## config.mk

```make
export PLATFORM = sky130hd
export DESIGN_NAME = dma_read_splitter_flat
export DESIGN_NICKNAME = d
export VERILOG_FILES = /design/src/rtl/dma_pkg.sv /design/src/rtl/dma_read_splitter_if.sv /design/src/rtl/dma_chunk_calc.sv /design/src/rtl/dma_read_splitter.sv /design/src/flat_wrapper.sv
export SDC_FILE = /design/constraint.sdc
export NUM_CORES = 1
export LEC_CHECK = 0
export BUFFER_PORTS_ARGS = -buffer_cell sky130_fd_sc_hd__buf_2
export CAP_MARGIN = 20
export CORE_ASPECT_RATIO = 1.2
export CORE_MARGIN = 1
export CORE_UTILIZATION = 45
export CTS_CLUSTER_DIAMETER = 30
export DETAILED_ROUTE_END_ITERATION = 10
export PLACE_DENSITY = 0.69
export SETUP_SLACK_MARGIN = 0.3
export SLEW_MARGIN = 20
export SYNTH_ARGS = -nofsm -noshare
export SYNTH_HDL_FRONTEND = slang
export SYNTH_SLANG_ARGS = --single-unit
export TNS_END_PERCENT = 1
```

## constraint.sdc

```tcl
create_clock -name i_clk -period 2.9 [get_ports i_clk]
set_clock_uncertainty 0.1 [all_clocks]
set_input_delay 0.58 -clock i_clk [delete_from_list [all_inputs] [get_ports i_clk]]
set_output_delay 0.58 -clock i_clk [all_outputs]
set_load 0.01 [all_outputs]
```

## src/rtl/dma_pkg.sv

```systemverilog
// rtl/dma_pkg.sv - shared types and constants for the DMA read/write splitters
package dma_pkg;

    // FSM encoding shared by the splitter family
    typedef enum logic [1:0] {
        ST_IDLE  = 2'd0,
        ST_CALC  = 2'd1,
        ST_ISSUE = 2'd2,
        ST_DONE  = 2'd3
    } dma_state_t;

    // 4 KB address boundary expressed in DWORDs
    localparam int LP_BOUND_DW   = 1024;
    // PCIe length field width; a value of 1024 DW is encoded as 0
    localparam int LP_PCIE_LEN_W = 10;

endpackage

```

## src/rtl/dma_read_splitter_if.sv

```systemverilog
// rtl/dma_read_splitter_if.sv - command and arbiter-path bundle for the DMA read splitter
// Signals:
//   i_cmd_addr/i_cmd_len_dw/i_cmd_valid : command in (byte address, length in DW)
//   o_cmd_ready/o_cmd_done/o_busy       : command status out
//   o_read_addr/o_read_len/o_read_valid : chunk request to the arbiter path
//   i_read_done                         : chunk completion pulse from the arbiter path
// Modports: slave = splitter view, master = command source / arbiter-side view.
interface dma_read_splitter_if #(
    parameter int p_len_bits = 20
);
    logic [31:0]           i_cmd_addr;
    logic [p_len_bits-1:0] i_cmd_len_dw;
    logic                  i_cmd_valid;
    logic                  o_cmd_ready;
    logic                  o_cmd_done;
    logic                  o_busy;
    logic [31:0]           o_read_addr;
    logic [9:0]            o_read_len;
    logic                  o_read_valid;
    logic                  i_read_done;

    modport slave (
        input  i_cmd_addr, i_cmd_len_dw, i_cmd_valid, i_read_done,
        output o_cmd_ready, o_cmd_done, o_busy, o_read_addr, o_read_len, o_read_valid
    );

    modport master (
        output i_cmd_addr, i_cmd_len_dw, i_cmd_valid, i_read_done,
        input  o_cmd_ready, o_cmd_done, o_busy, o_read_addr, o_read_len, o_read_valid
    );
endinterface

```

## src/rtl/dma_chunk_calc.sv

```systemverilog
// rtl/dma_chunk_calc.sv - min(remaining, max request, DW to next 4 KB boundary) chunk sizer
// Ports:
//   rem     : remaining DWORDs of the command
//   dw_off  : DWORD offset of the current address within its 4 KB page (addr[11:2])
//   chunk   : chunk length in DWORDs, 1..1024 (11 bits)
//   len_enc : chunk length in PCIe encoding (1024 -> 0)
import dma_pkg::*;

module dma_chunk_calc #(
    parameter int p_max_len_dw = 128,
    parameter int p_len_bits   = 20
) (
    input  logic [p_len_bits-1:0]    rem,
    input  logic [9:0]               dw_off,
    output logic [10:0]              chunk,
    output logic [LP_PCIE_LEN_W-1:0] len_enc
);

    logic [31:0] rem_w;
    logic [10:0] rem_c;
    logic [10:0] max_c;
    logic [10:0] bound_c;
    logic [10:0] m;

    always_comb begin
        rem_w   = 32'(rem);
        // Anything above one page can never win the min, so clamp before narrowing
        rem_c   = (rem_w > 32'(LP_BOUND_DW)) ? 11'(LP_BOUND_DW) : rem_w[10:0];
        max_c   = 11'(p_max_len_dw);
        // Range 1..1024: an aligned page start yields the full 1024
        bound_c = 11'(LP_BOUND_DW) - {1'b0, dw_off};
        m       = rem_c;
        if (max_c < m) begin
            m = max_c;
        end
        if (bound_c < m) begin
            m = bound_c;
        end
        chunk   = m;
        len_enc = m[LP_PCIE_LEN_W-1:0];
    end

endmodule

```

## src/rtl/dma_read_splitter.sv

```systemverilog
// rtl/dma_read_splitter.sv - splits a large DMA read command into PCIe-legal chunks
// Ports:
//   i_clk : clock
//   i_rst : synchronous active-high reset
//   bus   : dma_read_splitter_if.slave (command in, chunk request out, completion in)
import dma_pkg::*;

module dma_read_splitter #(
    parameter int p_max_len_dw = 128,
    parameter int p_len_bits   = 20
) (
    input  logic                 i_clk,
    input  logic                 i_rst,
    dma_read_splitter_if.slave   bus
);

    dma_state_t            state;
    dma_state_t            state_nx;
    logic [31:0]           r_addr;
    logic [p_len_bits-1:0] r_rem;
    logic [10:0]           r_chunk;
    logic [31:0]           r_read_addr;
    logic [9:0]            r_read_len;
    logic [10:0]           calc_chunk;
    logic [9:0]            calc_len_enc;

    dma_chunk_calc #(
        .p_max_len_dw (p_max_len_dw),
        .p_len_bits   (p_len_bits)
    ) u_chunk_calc (
        .rem     (r_rem),
        .dw_off  (r_addr[11:2]),
        .chunk   (calc_chunk),
        .len_enc (calc_len_enc)
    );

    always_ff @(posedge i_clk) begin
        if (i_rst) begin
            state       <= ST_IDLE;
            r_addr      <= '0;
            r_rem       <= '0;
            r_chunk     <= '0;
            r_read_addr <= '0;
            r_read_len  <= '0;
        end else begin
            state <= state_nx;
            case (state)
                ST_IDLE: begin
                    if (bus.i_cmd_valid) begin
                        r_addr <= bus.i_cmd_addr & ~32'h3;
                        r_rem  <= bus.i_cmd_len_dw;
                    end
                end
                ST_CALC: begin
                    r_chunk     <= calc_chunk;
                    r_read_addr <= r_addr;
                    r_read_len  <= calc_len_enc;
                end
                ST_ISSUE: begin
                    if (bus.i_read_done) begin
                        // Address wraps silently at 4 GB
                        r_addr <= r_addr + {19'd0, r_chunk, 2'b00};
                        r_rem  <= r_rem - p_len_bits'(r_chunk);
                    end
                end
                default: ;
            endcase
        end
    end

    always_comb begin
        state_nx = state;
        case (state)
            ST_IDLE: begin
                if (bus.i_cmd_valid) begin
                    state_nx = (bus.i_cmd_len_dw == '0) ? ST_DONE : ST_CALC;
                end
            end
            ST_CALC:  state_nx = ST_ISSUE;
            ST_ISSUE: begin
                if (bus.i_read_done) begin
                    state_nx = (r_rem == p_len_bits'(r_chunk)) ? ST_DONE : ST_CALC;
                end
            end
            ST_DONE:  state_nx = ST_IDLE;
            default:  state_nx = ST_IDLE;
        endcase
    end

    assign bus.o_cmd_ready  = (state == ST_IDLE);
    assign bus.o_busy       = (state != ST_IDLE);
    assign bus.o_cmd_done   = (state == ST_DONE);
    assign bus.o_read_valid = (state == ST_ISSUE);
    assign bus.o_read_addr  = r_read_addr;
    assign bus.o_read_len   = r_read_len;

endmodule

```

## src/flat_wrapper.sv

```systemverilog
// flat-port wrapper written by rule: the top's interface ports become plain ports
module dma_read_splitter_flat 
#(
    parameter int p_max_len_dw = 128,
    parameter int p_len_bits   = 20
)
  (i_clk, i_rst, bus_i_cmd_addr, bus_i_cmd_len_dw, bus_i_cmd_valid, bus_i_read_done, bus_o_cmd_ready, bus_o_cmd_done, bus_o_busy, bus_o_read_addr, bus_o_read_len, bus_o_read_valid);
  dma_read_splitter_if #(.p_len_bits(p_len_bits)) bus_i ();
  input  logic i_clk;
  input  logic i_rst;
  input wire logic [$bits(bus_i.i_cmd_addr)-1:0] bus_i_cmd_addr;
  input wire logic [$bits(bus_i.i_cmd_len_dw)-1:0] bus_i_cmd_len_dw;
  input wire logic [$bits(bus_i.i_cmd_valid)-1:0] bus_i_cmd_valid;
  input wire logic [$bits(bus_i.i_read_done)-1:0] bus_i_read_done;
  output wire logic [$bits(bus_i.o_cmd_ready)-1:0] bus_o_cmd_ready;
  output wire logic [$bits(bus_i.o_cmd_done)-1:0] bus_o_cmd_done;
  output wire logic [$bits(bus_i.o_busy)-1:0] bus_o_busy;
  output wire logic [$bits(bus_i.o_read_addr)-1:0] bus_o_read_addr;
  output wire logic [$bits(bus_i.o_read_len)-1:0] bus_o_read_len;
  output wire logic [$bits(bus_i.o_read_valid)-1:0] bus_o_read_valid;
  assign bus_i.i_cmd_addr = bus_i_cmd_addr;
  assign bus_i.i_cmd_len_dw = bus_i_cmd_len_dw;
  assign bus_i.i_cmd_valid = bus_i_cmd_valid;
  assign bus_i.i_read_done = bus_i_read_done;
  assign bus_o_cmd_ready = bus_i.o_cmd_ready;
  assign bus_o_cmd_done = bus_i.o_cmd_done;
  assign bus_o_busy = bus_i.o_busy;
  assign bus_o_read_addr = bus_i.o_read_addr;
  assign bus_o_read_len = bus_i.o_read_len;
  assign bus_o_read_valid = bus_i.o_read_valid;
  dma_read_splitter #(.p_max_len_dw(p_max_len_dw), .p_len_bits(p_len_bits)) u_core (.i_clk(i_clk), .i_rst(i_rst), .bus(bus_i));
endmodule
```

Word-level counts from Yosys, hierarchy flattened --
Cells that the tools add are included.
Storage, ports and cells: input bits 56, register bits 107, logic and storage cells 38, output and inout port bits 46
Cells by class: add/subtract/negate cells 3, order comparisons 3, reductions and logical operators 6, equality and inequality tests 6, muxes and demuxes 14
Operators with widths (number):
- $mux W32 | 2
- $pmux W32 S2 | 1
- $mux W20 | 2
- $pmux W20 S2 | 1
- $mux W11 | 3
- $add A32 B13 Y32 | 1
- $eq A20 B11 Y1 | 1
- $gt A20 B11 Y1 const B | 1
- $logic_not A20 Y1 | 1
- $sub A20 B11 Y20 | 1
- $lt A11 B11 Y1 | 1
- $lt A8 B11 Y1 const A | 1
- $sub A11 B10 Y11 const A | 1
- $mux W2 | 4
- $pmux W2 S4 | 1
- $eq A2 B2 Y1 const B | 2
- $ne A2 B2 Y1 const B | 2
- $reduce_bool A2 Y1 | 2
- $reduce_and A3 Y1 | 1
- $eq A2 B1 Y1 const B | 1
- $logic_not A2 Y1 | 1
- $reduce_and A2 Y1 | 1

Logic depth before layout (Yosys ltp) --
Gate-level depths: netlist of run 1.
depth in word-level cells 6, mapped depth 15, depth with buffers taken out 13

Modules after synthesis --
A second synthesis of run 1 with hierarchy kept.
Unflattened totals: cells, all modules 877, area total of the unflattened synthesis 6535.0 sq um
Modules (own cells, without submodules):
- dma_read_splitter | seq. area each 2062.0 sq um, times used 1, area each 5826.8 sq um, cells each 778
- dma_chunk_calc | seq. area each 0.0 sq um, times used 1, area each 708.2 sq um, cells each 99

Least setup slack after synthesis of run 1 --
Ideal clock, no wire load.
kind reg-to-reg, start point reg u_core.r_rem[12], end point reg u_core.r_read_len[7] (netlist: u_core.bus.o_read_len[7]), setup time 0.135 ns, period minus slack after synthesis 3.037 ns, path buffers 1, path slack -0.137 ns, arrival time 2.802 ns, cell stages (with the launch flop) 15, data required time 2.665 ns, cells stage by stage dfxtp_1 > or4_4 > nor4_4 > nand3_1 > a21oi_2 > nand2_1 > ha_1 > nor4_1 > o211ai_1 > o2111ai_1 > o211a_1 > o31a_2 > buf_6 > mux2i_1 > a211oi_2
On the way: word-level cells in the longest chain between the ends 6
Ends and longest elaborated chain:
- from (decl) | RTL line dma_read_splitter.sv:20 | logic [p_len_bits-1:0] r_rem;
- from (signal assigned) | RTL line dma_read_splitter.sv:51 | r_rem <= bus.i_cmd_len_dw;
- from (signal assigned) | RTL line dma_read_splitter.sv:63 | r_rem <= r_rem - p_len_bits'(r_chunk);
- $gt A20 B11 Y1 * | RTL line dma_chunk_calc.sv:28 | rem_c = (rem_w > 32'(LP_BOUND_DW)) ? 11'(LP_BOUND_DW) : rem_w[10:0];
- $mux W11 * | RTL line dma_chunk_calc.sv:28
- $lt A8 B11 Y1 | RTL line dma_chunk_calc.sv:33 | if (max_c < m) begin
- $mux W11 * | RTL line dma_chunk_calc.sv:33
- $lt A11 B11 Y1 | RTL line dma_chunk_calc.sv:36 | if (bound_c < m) begin
- $mux W11 * | RTL line dma_chunk_calc.sv:36
- to (signal assigned) | RTL line dma_read_splitter.sv:57 | r_read_len <= calc_len_enc;
- to (decl) | RTL line dma_read_splitter.sv:23 | logic [9:0] r_read_len;
Mark *: on every way between the ends. The rest lies on a longest branch, timed or not. A chain may end at the register's enable or synchronous reset.

Final worst setup path of run 1 --
start point reg u_core.r_rem[15], end point reg u_core.r_read_len[7] (netlist: u_core.bus.o_read_len[7])
Same word-level chain as after synthesis.

==> impl_metrics.ini, run 1 <==
[yosys]
synthCells = 778
synth_area_um2 = 5830
synth_top_family_by_area = simple AND/OR/NAND/NOR gates
yosys.area.top_type_share_pct = 31.9
synth.area.top_cells = dfxtp_1, nand2_1, ha_1
synth_edf_count = 0
synth_compound_gate_area_share_pct = 22.9
yosysWarnings = 0
yosys.area_share.simple_pct = 27.1
ys_seq_elements = 93
synth_top_cell_by_area = dfxtp_1
synth_common_cells = nand2_1, dfxtp_1, a21oi_1, nor2_1, nor3_1
avgSynthCellArea_um2 = 7.50
ys_types = 60
synth-main-ff-cell = dfxtp_1
synthAdderAreaFrac_pct = 7.76
synth_most_common_cell = nand2_1
yosysSeqAreaShare_pct = 31.9
synthXorXnorAreaFrac_pct = 2.85
muxShareOfSynthArea_pct = 1.20
ys_async_sr_fraction_pct = 0

[worst_setup_path]
required_ns = 3.02
r2r-end = u_core.bus.o_read_len[7]
path_class = reg -> reg
critPathCaptureType = register
cp-start-kind = register
reg2reg_setup_slack_ns = -0.14
cp_max_fo = 5
rr_startpoint = u_core.r_rem[15]
arrival_ns = 3.16
rr_worst_depth = 13

[finish]
final_net_count = 973
syn_to_final_growth_pct = 22.7
num_antenna_cells = 0
fin_area_um2 = 7150
finalNonFillerCells = 1051
fillers = 1227
drive_above_1_share_pct = 23.2

[detailed_routing]
drtPass1Iterations = 5
drtIter0Drc = 234
via_per_inst = 5.78
via_count = 6075
drc = 0
drt_wl_total_um = 17500
wl_per_cell_um = 16.6
postRouteAntennaNets = 0

[hold_path]
hp-class = reg -> reg
holdPathEnd = u_core.bus.o_read_addr[12]
hold_start = u_core.bus.o_read_addr[12]
hold_path_depth = 2

[pwr]
p_total_w = 0.00431
power_density_nw_per_um2 = 603
p_leak_nw = 2.88
ir_drop_mv = 0.320

[timing]
setup_viol = 11
hold_violations = 0
post-route-period-util_pct = 105
timing.slew.headroom_pct = 65.5
drv_slew = 0
fin_ws_ns = -0.139
rsz0062_at_grt = true
post-route-min-period_ns = 3.04
whs_ns = 0.352
max_clock_freq_mhz = 329
worstMarginPinSlew_ns = 0.503

[floorplan]
num_rows = 45
ioPinCount = 102
core_um2 = 12700
die_w_um = 106
dieHeight_um = 127
die_area_um2 = 13400
initial_core_util_pct = 46.0

[clocking]
clock_latency_ns = 0.35
cts.sinks = 93
path_clk_slew_ns = 0.07
cts_root_buf = clkbuf_16
cts_max_level = 3
cts_buffers = 9
cts_tree = yes
cts_setup_buffers = 0
clk_path_buf_depth = 2
cts_hold_buffers = 0

[flow_run]
drv_cap = 0

[global_route]
overflow = 0
grt_pass1_wl_um = 28600
grt_max_degree = 38
grt_pass1_vias = 5833
grtUsageTotal_pct = 26.8
antenna_found_initial = 0

[place]
dp.cells = 1035
io_buffers = 97
dpl_worst_slack_ns = -0.244
place_area_um2 = 6700
dpl.hpwl_um = 12800
place.gp.congestion = 0.896

[run_status]
status = finished, violations left
failed_checks = negative setup slack
[worst max-delay path by stage]
stage / from / endpoint / slack (ns) / cells after the start
floorplan: u_core.r_rem[15] / u_core.bus.o_read_len[2] / -0.13 / 15
global placement: u_core.r_rem[15] / u_core.bus.o_read_len[7] / -0.19 / 13
detailed placement: u_core.r_rem[15] / u_core.bus.o_read_len[7] / -0.24 / 13
CTS: u_core.r_rem[15] / u_core.bus.o_read_len[7] / -0.08 / 13
global route: u_core.r_rem[15] / u_core.bus.o_read_len[7] / -0.32 / 13
finish: u_core.r_rem[15] / u_core.bus.o_read_len[7] / -0.14 / 13
[cell type report]
| cell class | count | area [µm²] | share of cell area, % |
|---|---|---|---|
| clock buffers | 9 | 225 | 3.15 |
| clock inverters | 7 | 57.6 | 0.804 |
| inverters | 25 | 97.6 | 1.36 |
| multi-input cells | 608 | 3830 | 53.5 |
| flip-flops and latches | 93 | 1870 | 26.1 |
| well taps | 164 | 205 | 2.87 |
| repair buffers | 145 | 875 | 12.2 |
[stage by stage]
stage               TNS, ns  utilization [%]
detailed placement    -2.04             52.9
global placement      -1.71             52.9
finish               -0.976             56.5
global route          -3.09             56.5
floorplan             -1.01                -
CTS                  -0.423             55.8
[registers in the layout, indices dropped and copies added, names as in the netlist]
name / count
u_core.state: 2
u_core.r_chunk: 2
u_core.bus.o_read_addr: 30
u_core.r_rem: 20
u_core.bus.o_read_len: 9
u_core.r_addr: 30
[cell families (layout without fill, tap and decap cells)]
group | Yosys count | after routing
AND/OR/NAND/NOR | 336 | 336
AO/OA/AOI/OAI | 206 | 206
flip-flops | 93 | 93
buffers and inverters | 80 | 186
adder cells (fa/ha/maj) | 35 | 35
XOR/XNOR | 19 | 19
multiplexers | 7 | 7
other | 2 | 5
[critical path, stage by stage (launching register included)]
cell and delay [ns]:
dfxtp_2 0.32, or4_4 0.55, nor4_4 0.21, nand3_2 0.13, a21oi_4 0.22, nand2_1 0.10
ha_1 0.31, nand4_1 0.09, o211ai_1 0.11, o2111ai_1 0.10, o211a_1 0.18, o31a_4 0.18
mux2i_1 0.23, a211oi_2 0.09
[cell usage in the layout (no fill, tap or decap), types with 14 or more instances in the layout]
cell,Yosys,layout
nand2_1,130,128
buf_2,1,97
dfxtp_1,93,89
a21oi_1,74,73
nor2_1,72,71
buf_4,13,45
nor3_1,38,36
o21ai_0,36,35
ha_1,33,29
inv_1,25,24
nand3_1,20,15
o211ai_1,15,15
xnor2_1,14,14
a211oi_1,15,14
[what timing repair did]
item                       4_1_cts  5_1_grt
pin swaps                       10        8
hold endpoints to repair         0        0
resized for setup               17       18
setup endpoints to repair       19       34
[per-layer routing]
layer / vias up / track usage, % / share of wire [%]
met5: - / 0 / 0
met4: 0 / 12.3 / 3.3
met3: 42 / 4.98 / 5.9
met1: 2834 / 32.6 / 42
li1: 2991 / - / -
met2: 208 / 45.6 / 49
[where the power goes]
part           switching, W  internal, W
registers          0.000138      0.00140
clock network      0.000560     0.000597
logic              0.000909     0.000710
total               0.00161      0.00270
Note: power is estimated with default switching activity, not from simulation.
==> run 2: changes to the inputs <==
--- a/config.mk
+++ b/config.mk
@@ -5,7 +5,7 @@
 export SDC_FILE = /design/constraint.sdc
 export NUM_CORES = 1
 export LEC_CHECK = 0
-export BUFFER_PORTS_ARGS = -buffer_cell sky130_fd_sc_hd__buf_2
+export BUFFER_PORTS_ARGS = -buffer_cell sky130_fd_sc_hd__buf_4
 export CAP_MARGIN = 20
 export CORE_ASPECT_RATIO = 1.2
 export CORE_MARGIN = 1
==> impl_metrics.ini, run 2 (synthesis gave the netlist of run 1 again) <==
[run_status]
status = finished, violations left
failed_checks = negative setup slack

[clocking]
cts_hold_buffers = 0
cts_setup_buffers = 0
cts.sinks = 93
clk_path_buf_depth = 2
cts_max_level = 3
path_clk_slew_ns = 0.07
cts_tree = yes
cts_buffers = 9
cts_root_buf = clkbuf_16
clock_latency_ns = 0.35

[floorplan]
die_w_um = 106
dieHeight_um = 127
initial_core_util_pct = 46.0
num_rows = 45
core_um2 = 12700
die_area_um2 = 13400
ioPinCount = 102

[hold_path]
hp-class = reg -> reg
hold_start = u_core.bus.o_read_addr[31]

[finish]
drive_above_1_share_pct = 24.4
num_antenna_cells = 0
mostFrequentLayoutCells = buf_4, nand2_1, dfxtp_1
final_common_cell = buf_4
final_net_count = 976
fin_util_pct = 58.9
syn_to_final_growth_pct = 27.8

[place]
io_buffers = 97
place.gp.congestion = 0.916
dpl.hpwl_um = 13500
dpl_worst_slack_ns = -0.253

[detailed_routing]
drtPass1Iterations = 5
wl_per_cell_um = 17.1
drc = 0
via_count = 6109
postRouteAntennaNets = 0
drt_wl_total_um = 18000
via_per_inst = 5.80
drtIter0Drc = 258

[worst_setup_path]
required_ns = 3.03
cp-start-kind = register
arrival_ns = 3.15
path_class = reg -> reg
rr_startpoint = u_core.r_rem[15]
cp_max_fo = 14
critPathLaunch = u_core.r_rem[15]
critPathCaptureType = register

[flow_run]
drv_cap = 0

[global_route]
grt_pass1_wl_um = 29900
antenna_found_initial = 0
use_met3_pct = 3.60
overflow = 0
busiest_layer = met2
use_met2_pct = 48.7
grtUsageTotal_pct = 27.7
use_met1_pct = 33.5
grt_max_degree = 53
grt_pass1_vias = 6232

[timing]
worstMarginPinSlew_ns = 0.778
setup_viol = 11
max_clock_freq_mhz = 332
whs_ns = 0.357
hold_violations = 0
drv_slew = 0
timing.slew.headroom_pct = 48.0
rsz0062_at_grt = true
fin_ws_ns = -0.116
post-route-period-util_pct = 104
post-route-min-period_ns = 3.02

[pwr]
p_leak_nw = 2.93
ir_drop_mv = 0.305
power_density_nw_per_um2 = 605
## run 2: changes by cell type in the layout (fill, tap and decap cells not counted), moves of 4 or more
| cell | before | now |
|---|---|---|
| buf_2 | 97 | 0 |
| buf_4 | 45 | 147 |
| o21ai_0 | 35 | 31 |
| o21ai_1 | 1 | 5 |
## run 2: area by class of cell
cell class | instances | area [µm²]
multi-input cells | 608 | 3850
flip-flops and latches | 93 | 1870
repair buffers | 148 | 1120
clock buffers | 9 | 225
inverters | 25 | 97.6
clock inverters | 7 | 86.3
well taps | 164 | 205
fillers | 1207 | 5210
## run 2: path summary, 6_finish.rpt
kind              depth (start not counted)  slack, ns                    endpoint
setup / recovery                         14      -0.12    u_core.bus.o_read_len[0]
hold / removal                            2       0.36  u_core.bus.o_read_addr[31]
setup reg to reg                         14      -0.12    u_core.bus.o_read_len[0]
hold reg to reg                           2       0.36  u_core.bus.o_read_addr[31]
## run 2: power by group
part,switching (W),internal (W),leakage (nW)
sequential,0.000138,0.00140,0.764
combinational,0.000932,0.000779,2.02
clock,0.000572,0.000691,0.151
total,0.00164,0.00287,2.93
## run 2: stage by stage
stage                     area, µm²  cells  power [W]  TNS (ns)
after detailed placement       6960   1038    0.00312     -2.30
after global placement         6960   1038    0.00308     -2.01
after global routing           7460   1054    0.00477     -3.00
after floorplan                5890    781    0.00259     -1.01
final                          7460   1054    0.00451     -1.02
after CTS                      7360   1054    0.00446     -1.29
## run 2: worst max-delay path: stages, from the launching register on
cell and delay (ns):
dfxtp_2 0.32, or4_4 0.55, nor4_4 0.20, nand3_1 0.15, a21oi_2 0.22, nand2_1 0.14
ha_4 0.29, nand4_1 0.09, o211ai_1 0.11, o2111ai_1 0.13, o211a_1 0.14, o31a_4 0.13
buf_12 0.16, nand3_1 0.08, o211ai_1 0.09
## run 2: repair_timing
item,in CTS,in global routing
setup endpoints to repair,21,35
gates resized for setup,17,27
cloned,0,0
pin swaps,11,18
## run 2: per-layer routing
| layer | up-vias | share of wire [%] |
|---|---|---|
| li1 | 3004 | - |
| met5 | - | 0 |
| met1 | 2894 | 43 |
| met3 | 39 | 3.9 |
| met4 | 0 | 2.9 |
| met2 | 172 | 50 |
==> run 3: changes to the inputs <==
--- a/config.mk
+++ b/config.mk
@@ -7,13 +7,14 @@
 export LEC_CHECK = 0
 export BUFFER_PORTS_ARGS = -buffer_cell sky130_fd_sc_hd__buf_4
 export CAP_MARGIN = 20
+export CELL_PAD_IN_SITES_DETAIL_PLACEMENT = 1
+export CELL_PAD_IN_SITES_GLOBAL_PLACEMENT = 2
 export CORE_ASPECT_RATIO = 1.2
 export CORE_MARGIN = 1
-export CORE_UTILIZATION = 45
+export CORE_UTILIZATION = 29
 export CTS_CLUSTER_DIAMETER = 30
 export DETAILED_ROUTE_END_ITERATION = 10
-export PLACE_DENSITY = 0.69
-export SETUP_SLACK_MARGIN = 0.3
+export PLACE_DENSITY_LB_ADDON = 0.1
 export SLEW_MARGIN = 20
 export SYNTH_ARGS = -nofsm -noshare
 export SYNTH_HDL_FRONTEND = slang
==> impl_metrics.ini, run 3 (synthesis gave the netlist of run 1 again) <==
[run_status]
status = finished, violations left
failed_checks = negative setup slack

[hold_path]
hold_path_depth = 2
holdPathEnd = u_core.bus.o_read_addr[22]
hp-class = reg -> reg
hold_start = u_core.bus.o_read_addr[22]

[pwr]
p_leak_nw = 2.95
power_density_nw_per_um2 = 600
p_total_w = 0.00451
ir_drop_mv = 0.296

[clocking]
cts_hold_buffers = 0
cts.sinks = 93
clk_path_buf_depth = 2
path_clk_slew_ns = 0.08
cts_tree = yes
cts_buffers = 9
cts_setup_buffers = 0
cts_max_level = 3
cts_root_buf = clkbuf_16
clock_latency_ns = 0.36

[detailed_routing]
via_per_inst = 5.31
drtIter0Drc = 245
drt_wl_total_um = 22500
drc = 0
via_count = 6163
postRouteAntennaNets = 0
wl_per_cell_um = 19.4
drtPass1Iterations = 4

[worst_setup_path]
cp.depth = 12
cp_top_family = simple AND/OR/NAND/NOR gates
crit_chain = or4_4 > nor4_4 > nand3_2 > a21oi_4 > buf_4 > nand2_1 > ha_1 > a21oi_1 > o211a_1 > o31a_4 > mux2i_1 > a211oi_2
rr_startpoint = u_core.r_rem[12]
cp-start-kind = register
path_class = reg -> reg
required_ns = 3.03
r2r-end = u_core.bus.o_read_len[7]
slowest_delay_ns = 0.55
arrival_ns = 3.14
critPathCaptureType = register
cp_num_buf_inv = 1
cp_slowest_cell = or4_4
reg2reg_setup_slack_ns = -0.11
rr_worst_depth = 12
cp_max_fo = 7

[timing]
timing.slew.headroom_pct = 62.0
post-route-period-util_pct = 104
rsz0062_at_grt = true
post-route-min-period_ns = 3.01
worstMarginPinSlew_ns = 0.567
max_clock_freq_mhz = 332
fin_ws_ns = -0.111
drv_slew = 0
setup_viol = 11
hold_violations = 0

[floorplan]
die_w_um = 131
initial_core_util_pct = 29.7
ioPinCount = 102
die_area_um2 = 20700
core_um2 = 19600
dieHeight_um = 157
num_rows = 56

[place]
dpl.hpwl_um = 17100
place_area_um2 = 7120
place.gp.congestion = 0.870
io_buffers = 97

[global_route]
antenna_found_initial = 0
grtUsageTotal_pct = 22.3
grt_pass1_vias = 6496
overflow = 0
grt_pass1_wl_um = 35600
grt_max_degree = 41

[finish]
fillers = 2437
drive_above_1_share_pct = 22.8
num_antenna_cells = 0
final_common_cell = buf_4
syn_to_final_growth_pct = 28.7
mostFrequentLayoutCells = buf_4, nand2_1, dfxtp_1
final_net_count = 985
fin_area_um2 = 7510

[flow_run]
drv_cap = 0
## run 3: layout make-up
type / instances / area (µm²) / share of cell area (%)
multi-input cells: 608 / 3760 / 50.0
well taps: 261 / 327 / 4.35
clock buffers: 9 / 225 / 3.00
flip-flops and latches: 93 / 1860 / 24.8
inverters: 25 / 93.8 / 1.25
repair buffers: 157 / 1180 / 15.7
clock inverters: 7 / 62.6 / 0.833
## run 3: worst max path at each step
stage | from | endpoint | slack [ns]
after floorplan | u_core.r_rem[15] | u_core.bus.o_read_len[2] | -0.13
after global placement | u_core.r_rem[15] | u_core.bus.o_read_len[3] | -0.25
after detailed placement | u_core.r_rem[15] | u_core.bus.o_read_len[3] | -0.30
after CTS | u_core.r_rem[12] | u_core.bus.o_read_len[7] | -0.14
after global routing | u_core.r_rem[12] | u_core.r_chunk[9] | -0.32
final | u_core.r_rem[12] | u_core.bus.o_read_len[7] | -0.11
## run 3: worst register-to-register path: stages, from the launching register on
cell,delay (ns)
dfxtp_2,0.32
or4_4,0.55
nor4_4,0.21
nand3_2,0.13
a21oi_4,0.21
buf_4,0.16
nand2_1,0.05
ha_1,0.30
a21oi_1,0.17
o211a_1,0.19
o31a_4,0.19
mux2i_1,0.22
a211oi_2,0.08
## run 3: metal layers
layer	part of all wire, %	global-route usage (%)	vias up
li1	-	-	3018
met5	0	0	-
met2	50	39.9	134
met3	3.4	2.48	43
met4	2.9	10.5	0
met1	44	26.6	2968
## run 3: per-stage QoR
step | cells | setup WS (ns) | util, % | TNS [ns] | hold slack (ns)
floorplan | 781 | -0.128 | - | -1.01 | 0.340
global placement | 1143 | -0.247 | 36.3 | -2.26 | 0.349
detailed placement | 1143 | -0.297 | 36.3 | -2.75 | 0.350
CTS | 1160 | -0.137 | 38.0 | -1.11 | 0.363
global route | 1160 | -0.321 | 38.3 | -3.43 | 0.388
finish | 1160 | -0.111 | 38.3 | -0.833 | 0.357
## run 3: power breakdown
group	total [W]	switching [W]	internal, W
registers	0.00155	0.000150	0.00140
logic	0.00174	0.000972	0.000771
clock network	0.00122	0.000612	0.000605
## run 3: what timing repair did
action,in CTS,in global routing
resized for setup,10,8
cloned,1,0
pin swaps,9,2
setup endpoints to repair,11,17
